[config.mk]
export PLATFORM = sky130hd
export DESIGN_NAME = oam_dma_controller_flat
export DESIGN_NICKNAME = d
export VERILOG_FILES = /design/src/rtl/oam_dma_controller_if.sv /design/src/rtl/oam_dma_controller.sv /design/src/flat_wrapper.sv
export SDC_FILE = /design/constraint.sdc
export NUM_CORES = 1
export LEC_CHECK = 0
export CAP_MARGIN = 20
export CORE_MARGIN = 2
export CORE_UTILIZATION = 25
export CTS_BUF_LIST = sky130_fd_sc_hd__clkbuf_2 sky130_fd_sc_hd__clkbuf_4 sky130_fd_sc_hd__clkbuf_8
export DETAILED_ROUTE_END_ITERATION = 7
export MAX_ROUTING_LAYER = met4
export SLEW_MARGIN = 20
export SYNTH_ARGS = -nofsm -noshare
export SYNTH_HDL_FRONTEND = slang
export SYNTH_SLANG_ARGS = --single-unit
[constraint.sdc]
create_clock -name clk -period 2.77 [get_ports clk]
set_clock_uncertainty 0.1 [all_clocks]
set_input_delay 0.554 -clock clk [delete_from_list [all_inputs] [get_ports clk]]
set_output_delay 0.554 -clock clk [all_outputs]
set_load 0.02 [all_outputs]
[src/rtl/oam_dma_controller_if.sv]
// Bus bundle between the OAM DMA sequencer, the CPU register decode, the source bus and OAM.
// The controller is the master: it issues source reads and OAM writes.
interface oam_dma_controller_if;
  logic        start;
  logic [7:0]  start_page;
  logic [7:0]  page_rd;
  logic [15:0] dma_src_addr;
  logic [7:0]  dma_d_in;
  logic        dma_active;
  logic [7:0]  oam_addr;
  logic [7:0]  oam_d_wr;
  logic        oam_write;
  logic        done;

  modport master (
    input  start, start_page, dma_d_in,
    output page_rd, dma_src_addr, dma_active, oam_addr, oam_d_wr, oam_write, done
  );

  modport slave (
    output start, start_page, dma_d_in,
    input  page_rd, dma_src_addr, dma_active, oam_addr, oam_d_wr, oam_write, done
  );
endinterface

[src/rtl/oam_dma_controller.sv]
// OAM DMA sequencer: after a start strobe and a fixed delay, copies BYTES bytes from page {page,00}
// into OAM, one byte per CYCLES_PER_BYTE-clock slot. START_DELAY must be at least 1.
module oam_dma_controller #(
  parameter int BYTES           = 160,
  parameter int CYCLES_PER_BYTE = 4,
  parameter int START_DELAY     = 4
) (
  input logic                   clk,
  input logic                   rst,
  oam_dma_controller_if.master  bus
);

  localparam int PW = (CYCLES_PER_BYTE > 1) ? $clog2(CYCLES_PER_BYTE) : 1;
  localparam int DW = (START_DELAY > 1) ? $clog2(START_DELAY) : 1;
  localparam logic [PW-1:0] PHASE_LAST = PW'(CYCLES_PER_BYTE - 1);
  localparam logic [DW-1:0] DELAY_LAST = DW'(START_DELAY - 1);
  localparam logic [7:0]    IDX_LAST   = 8'(BYTES - 1);

  typedef enum logic [1:0] {IDLE, DELAY, XFER} state_t;

  state_t        state, state_next;
  logic [7:0]    idx, idx_next;
  logic [PW-1:0] phase, phase_next;
  logic [DW-1:0] delay_cnt, delay_cnt_next;
  logic [15:0]   src_addr, src_addr_next;
  logic [7:0]    page_q, page_next;
  logic [7:0]    map_q, map_next;
  logic          done_q, done_next;
  logic          write;

  always_ff @(posedge clk) begin
    if (rst) begin
      state     <= IDLE;
      idx       <= 8'h00;
      phase     <= '0;
      delay_cnt <= '0;
      src_addr  <= 16'h0000;
      page_q    <= 8'h00;
      map_q     <= 8'h00;
      done_q    <= 1'b0;
    end else begin
      state     <= state_next;
      idx       <= idx_next;
      phase     <= phase_next;
      delay_cnt <= delay_cnt_next;
      src_addr  <= src_addr_next;
      page_q    <= page_next;
      map_q     <= map_next;
      done_q    <= done_next;
    end
  end

  always_comb begin
    state_next     = state;
    idx_next       = idx;
    phase_next     = phase;
    delay_cnt_next = delay_cnt;
    src_addr_next  = src_addr;
    page_next      = page_q;
    map_next       = map_q;
    done_next      = 1'b0;
    write          = 1'b0;

    case (state)
      DELAY: begin
        if (delay_cnt == DELAY_LAST) begin
          state_next    = XFER;
          phase_next    = '0;
          src_addr_next = {map_q, idx};
        end else begin
          delay_cnt_next = delay_cnt + 1'b1;
        end
      end
      XFER: begin
        if (phase == PHASE_LAST) begin
          write = 1'b1;
          if (idx == IDX_LAST) begin
            state_next = IDLE;
            done_next  = 1'b1;
          end else begin
            idx_next      = idx + 8'h01;
            phase_next    = '0;
            src_addr_next = {map_q, idx + 8'h01};
          end
        end else begin
          phase_next = phase + 1'b1;
        end
      end
      default: ;
    endcase

    // A new register write restarts from scratch and cancels whatever was due this clock.
    if (bus.start) begin
      state_next     = DELAY;
      idx_next       = 8'h00;
      phase_next     = '0;
      delay_cnt_next = '0;
      page_next      = bus.start_page;
      map_next       = (bus.start_page >= 8'hE0) ? (bus.start_page - 8'h20) : bus.start_page;
      done_next      = 1'b0;
      write          = 1'b0;
    end
  end

  assign bus.page_rd      = page_q;
  assign bus.dma_src_addr = src_addr;
  assign bus.dma_active   = (state == XFER);
  assign bus.oam_addr     = idx;
  assign bus.oam_write    = write;
  assign bus.oam_d_wr     = write ? bus.dma_d_in : 8'h00;
  assign bus.done         = done_q;

endmodule
[src/flat_wrapper.sv]
// flat-port wrapper written by rule: the top's interface ports become plain ports
module oam_dma_controller_flat 
#(
  parameter int BYTES           = 160,
  parameter int CYCLES_PER_BYTE = 4,
  parameter int START_DELAY     = 4
)
  (clk, rst, bus_start, bus_start_page, bus_dma_d_in, bus_page_rd, bus_dma_src_addr, bus_dma_active, bus_oam_addr, bus_oam_d_wr, bus_oam_write, bus_done);
  oam_dma_controller_if bus_i ();
  input logic clk;
  input logic rst;
  input wire logic [$bits(bus_i.start)-1:0] bus_start;
  input wire logic [$bits(bus_i.start_page)-1:0] bus_start_page;
  input wire logic [$bits(bus_i.dma_d_in)-1:0] bus_dma_d_in;
  output wire logic [$bits(bus_i.page_rd)-1:0] bus_page_rd;
  output wire logic [$bits(bus_i.dma_src_addr)-1:0] bus_dma_src_addr;
  output wire logic [$bits(bus_i.dma_active)-1:0] bus_dma_active;
  output wire logic [$bits(bus_i.oam_addr)-1:0] bus_oam_addr;
  output wire logic [$bits(bus_i.oam_d_wr)-1:0] bus_oam_d_wr;
  output wire logic [$bits(bus_i.oam_write)-1:0] bus_oam_write;
  output wire logic [$bits(bus_i.done)-1:0] bus_done;
  assign bus_i.start = bus_start;
  assign bus_i.start_page = bus_start_page;
  assign bus_i.dma_d_in = bus_dma_d_in;
  assign bus_page_rd = bus_i.page_rd;
  assign bus_dma_src_addr = bus_i.dma_src_addr;
  assign bus_dma_active = bus_i.dma_active;
  assign bus_oam_addr = bus_i.oam_addr;
  assign bus_oam_d_wr = bus_i.oam_d_wr;
  assign bus_oam_write = bus_i.oam_write;
  assign bus_done = bus_i.done;
  oam_dma_controller #(.BYTES(BYTES), .CYCLES_PER_BYTE(CYCLES_PER_BYTE), .START_DELAY(START_DELAY)) u_core (.clk(clk), .rst(rst), .bus(bus_i));
endmodule
Yosys cells after proc, flatten, opt, wreduce, memory -nomap -nowiden:

Index checks and enable logic that the tools add are counted.
W data, S select, Z words.

* flip-flop bits (word level): 47
* input port bits: 19

* add/sub/neg operators: 4
* $lt $le $gt $ge: 1
* equality and inequality tests: 13
* muxes and demuxes: 19
* bitwise gates (word level): 4
* reductions and logical operators: 10

Operators by type and width (number)
* $mux W16: 3
* $pmux W16 S2: 1
* $mux W8: 2
* $mux W2: 6
* $reduce_and A4 Y1: 3
* $ne A3 B2 Y1 const B: 3
* $add A8 B1 Y8 const B: 1
* $eq A8 B8 Y1 const B: 1
* $ge A8 B8 Y1 const B: 1
* $pmux W2 S2: 2
* $sub A8 B6 Y8 const B: 1
* $eq A2 B2 Y1 const B: 3
* $ne A2 B1 Y1 const B: 3
* $reduce_and A3 Y1: 2
* $mux W1: 5
* $add A2 B1 Y2 const B: 2
* $not A1 Y1: 4
* $reduce_or A4 Y1: 1
* $ne A3 B3 Y1 const B: 1
* $reduce_bool A3 Y1: 1
* $eq A2 B1 Y1 const B: 1
* $ne A2 B2 Y1 const B: 1
* $reduce_and A2 Y1: 1
* $reduce_bool A2 Y1: 1
* $reduce_or A2 Y1: 1

Longest topological paths before layout:

* word-level depth: 5
* gate-level depth with buffers: 8
* gate-level depth less buffers: 6

Least setup slack after synthesis:

Ideal clock, no wire load.

* path kind: reg-to-output
* from: register u_core.state[0]
* to: output port bus_oam_d_wr[0]
* arrival: 1.716 ns
* required time: 2.116 ns
* setup slack: 0.400 ns
* stages on the path, launching flop included: 7
* path through: dfxtp_1 inv_1 ha_1 buf_2 nand2_1 nor2_1 and2_1

* word-level cells in the longest chain between the ends: 4

RTL lines
* start, declared: RTL line oam_dma_controller.sv:21 `state_t state, state_next;`
* start signal, assigned: RTL line oam_dma_controller.sv:42 `state <= state_next;`
* $eq A2 B2 Y1
* net bus_dma_active: RTL line flat_wrapper.sv:17 `output wire logic [$bits(bus_i.dma_active)-1:0] bus_dma_active;`
* $mux W1: RTL line oam_dma_controller.sv:64 `case (state)`
* $mux W1: RTL line oam_dma_controller.sv:93 `if (bus.start) begin`
* net bus_oam_write: RTL line flat_wrapper.sv:20 `output wire logic [$bits(bus_i.oam_write)-1:0] bus_oam_write;`
* $mux W8: RTL line oam_dma_controller.sv:110 `assign bus.oam_d_wr = write ? bus.dma_d_in : 8'h00;`
* end, declared: RTL line flat_wrapper.sv:19 `output wire logic [$bits(bus_i.oam_d_wr)-1:0] bus_oam_d_wr;`

The timed path passes the listed nets, and every way through them passes these cells.

Worst setup path after layout:

* from: register u_core.phase[0]
* to: output port bus_oam_d_wr[5]

* word-level cells in the longest chain between the ends: 5

RTL lines
* start, declared: RTL line oam_dma_controller.sv:23 `logic [PW-1:0] phase, phase_next;`
* start signal, assigned: RTL line oam_dma_controller.sv:44 `phase <= phase_next;`
* $eq A2 B2 Y1: RTL line oam_dma_controller.sv:75 `if (phase == PHASE_LAST) begin`
* $mux W1: RTL line oam_dma_controller.sv:75
* $mux W1: RTL line oam_dma_controller.sv:64
* $mux W1: RTL line oam_dma_controller.sv:93
* $mux W8: RTL line oam_dma_controller.sv:110

Every way passes these cells.

==> results.toml <==
[sta]
fin_crit_sh_pct = 90.6
hold_ws_ns = 0.379
min_period_ns = 2.51
worst_pin_slew_ns = 0.451
slew_viol_final = 0
finalHoldViolations = 0
fmax_mhz = 399
fin_ws_ns = 0.262
rsz0062_at_grt = "false"
finalSetupTns_ns = 0
finalSetupViolations = 0
max-slew-margin-rel_pct = 69.1

[clock_network]
clkSinkCount = 42
cts_hold_buf = 0
cts-buffers-inserted = 5
cts_buffer_depth = 2
clk_pin_slew_ns = 0.08
cts_tree = "built"
htree_levels = 2
worstSkewPairLatency_ns = 0.29
cts_setup_buffers = 0
cts_root_buffer = "clkbuf_8"

[global_route]
grt_first_pass_wirelength_um = 7520
antenna_found_initial = 0
grt_max_degree = 30
grt_usage_pct = 10.9
grt_pass1_vias = 1568
grt_overflow = 0

[hold_path]
hold_depth = 2
min_to = "u_core.map_q[5]"
hold_class = "reg -> reg"
hp-start = "u_core.map_q[5]"

[routing]
wl_per_cell_um = 12.0
ant_nets = 0
drt_pass1_iterations = 4
vias_per_cell = 4.44
drt_iter0_drc = 67
drc_errors = 0
wl_um = 4560
via_count = 1689

[place]
place_area_um2 = 2710
place_congestion = 0.779
portBuffers = 61
post-place-ws_ns = 0.0534
hpwl_um = 3250

[cells_and_area]
n_fill_cell = 811
antenna_cells = 0
syn_to_final_growth_pct = 37.6
final_core_util_pct = 35.8
final_layout_size_suffix_gt1_share_pct = 10.1
stdcell_area_um2 = 2800
fin_nets = 302

[logic_synthesis]
synthFlopType = "dfxtp_1"
ys_seq_area_share_pct = 41.4
synth_cell_types = 35
synth_xor_area_share_pct = 5.17
synth_edf_count = 0
synth.area.mux_share_pct = 10.3
yosys_register_bits = 42
synth_area_um2 = 2030
synthAdderAreaFrac_pct = 3.69
syn_nets = 247
yosys.area_share.simple_pct = 21.8
synth_compound_area_share_pct = 11.1
async_reset_ff_share_pct = 0
synth_top_family_by_area = "simple AND/OR/NAND/NOR gates"
avgSynthCellArea_um2 = 9.16
yosys_warnings = 0
synthCells = 222

[setup_path]
worst_path_largest_cell_delay_ns = 0.38
critPathCaptureType = "output port"
crit_chain = "ha_1, nand2_1, nor2_1, buf_4, and2_1, dlygate4sd2_1"
worstSetupPathType = "reg -> out"
r2r_end = "u_core.bus.dma_src_addr[15]"
reg2reg_slack_ns = 0.60
arrival_ns = 1.85
r2r-start = "u_core.state[0]"
rr_worst_depth = 8
path_max_fanout = 9
crit_path_start_kind = "flop"
cp_slowest_cell = "dfxtp_1"
worstPathRequired_ns = 2.12

[floorplanning]
die_x_um = 94.2
row_count = 32
fp.coreArea_um2 = 7810
dieArea_um2 = 8870
die_height_um = 94.2
io-pin-count = 62
initial_core_util_pct = 26.0

[run]
cap_violations = 0

[pwr]
leakage_nw = 1.05
ir_drop_mv = 0.196
power_density_nw_per_um2 = 404

[status]
status = "completed"
-- flip-flops by register name (all words and copies together), names as in the netlist --
| name | cells |
|---|---|
| u_core.bus.dma_src_addr | 16 |
| u_core.bus.oam_addr | 8 |
| u_core.map_q | 8 |
| u_core.bus.page_rd | 3 |
| u_core.delay_cnt | 2 |
| u_core.phase | 2 |
| u_core.state | 2 |
| u_core.bus.done | 1 |
-- logic make-up after synthesis --
group / after synthesis
and+or+nand+nor: 91
DFF: 42
AOI/OAI and AO/OA: 25
buffers and inverters: 25
muxes: 21
xor gates and xnor gates: 12
adders and majority gates: 6
-- where the power goes --
group	switching, mW	total [mW]	leakage [nW]	internal [mW]
Clock	0.209	0.410	0.0472	0.201
Combinational	0.0457	0.0979	0.662	0.0522
Sequential	0.00679	0.621	0.341	0.615
Total	0.262	1.13	1.05	0.867
-- area by class of cell --
class,instances,area [um2],area share (%)
well taps,102,128,4.56
clock inverters,2,12.5,0.447
inverters,6,22.5,0.805
clock buffers,6,82.6,2.95
repair buffers,67,652,23.3
flip-flops and latches,42,841,30.1
multi-input cells,155,1060,37.9
-- routing by layer --
metal	routed length (um)	GRT usage, %
met5	0	-
met2	2180	16.7
met4	27	2.90
met1	2150	14.5
met3	207	2.73
-- synthesized netlist by cell type (3+ instances only) --
master	number	area (um2)
clkbuf_1	6	22.5
buf_4	5	37.5
xor2_1	6	52.6
mux2i_1	21	210
a211oi_2	8	100
nand3_1	11	55.1
nand2_1	11	41.3
xnor2_1	6	52.6
nand2b_1	4	25.0
o21ai_0	3	15.0
nor2_1	38	143
or2_2	3	18.8
nand4_1	4	25.0
ha_1	6	75.1
and2_1	9	56.3
inv_1	6	22.5
and3_1	3	18.8
dfxtp_1	42	841
buf_2	4	20.0
a21oi_1	6	30.0
-- worst max path at each step --
| stage | from | endpoint | depth (start not counted) | slack [ns] |
|---|---|---|---|---|
| finish | u_core.phase[0] | bus_oam_d_wr[5] | 6 | 0.26 |
| global route | u_core.phase[0] | bus_oam_d_wr[5] | 6 | 0.13 |
| CTS | u_core.phase[0] | bus_oam_d_wr[3] | 6 | 0.004 |
| detailed placement | bus_start | bus_oam_d_wr[2] | 5 | 0.05 |
| global placement | bus_start | bus_oam_d_wr[7] | 5 | 0.07 |
| floorplan | u_core.state[0] | bus_oam_d_wr[0] | 6 | 0.40 |
-- per-stage QoR --
step                power (mW)  std cells
floorplan                0.689        222
finish                    1.13        380
global placement         0.733        372
detailed placement       0.734        372
global route              1.19        380
CTS                       1.15        380
-- cells in the final DEF (no fill, tap or decap), drive strengths merged, types with 7 or more instances in the layout --
master | netlist | routed
clkdlybuf4s50 | 0 | 52
mux2i | 21 | 21
dlygate4sd2 | 0 | 7
dfxtp | 42 | 42
nor2 | 38 | 38
a211oi | 10 | 10
and2 | 9 | 9
nand3 | 11 | 11
nand2 | 11 | 11
-- worst max-delay path: cells and delay by family, from the launching register on --
family	cells	cell delay, ns
simple gates	3	0.44
flops	1	0.38
fa+ha+maj	1	0.25
buf+inv	2	0.50
-- repair_timing --
| item | in CTS | in global routing |
|---|---|---|
| resized for setup | 7 | 2 |
| setup endpoints to repair | 7 | 2 |
| hold endpoints to repair | 0 | 0 |
(Power assumes the default switching activity.)
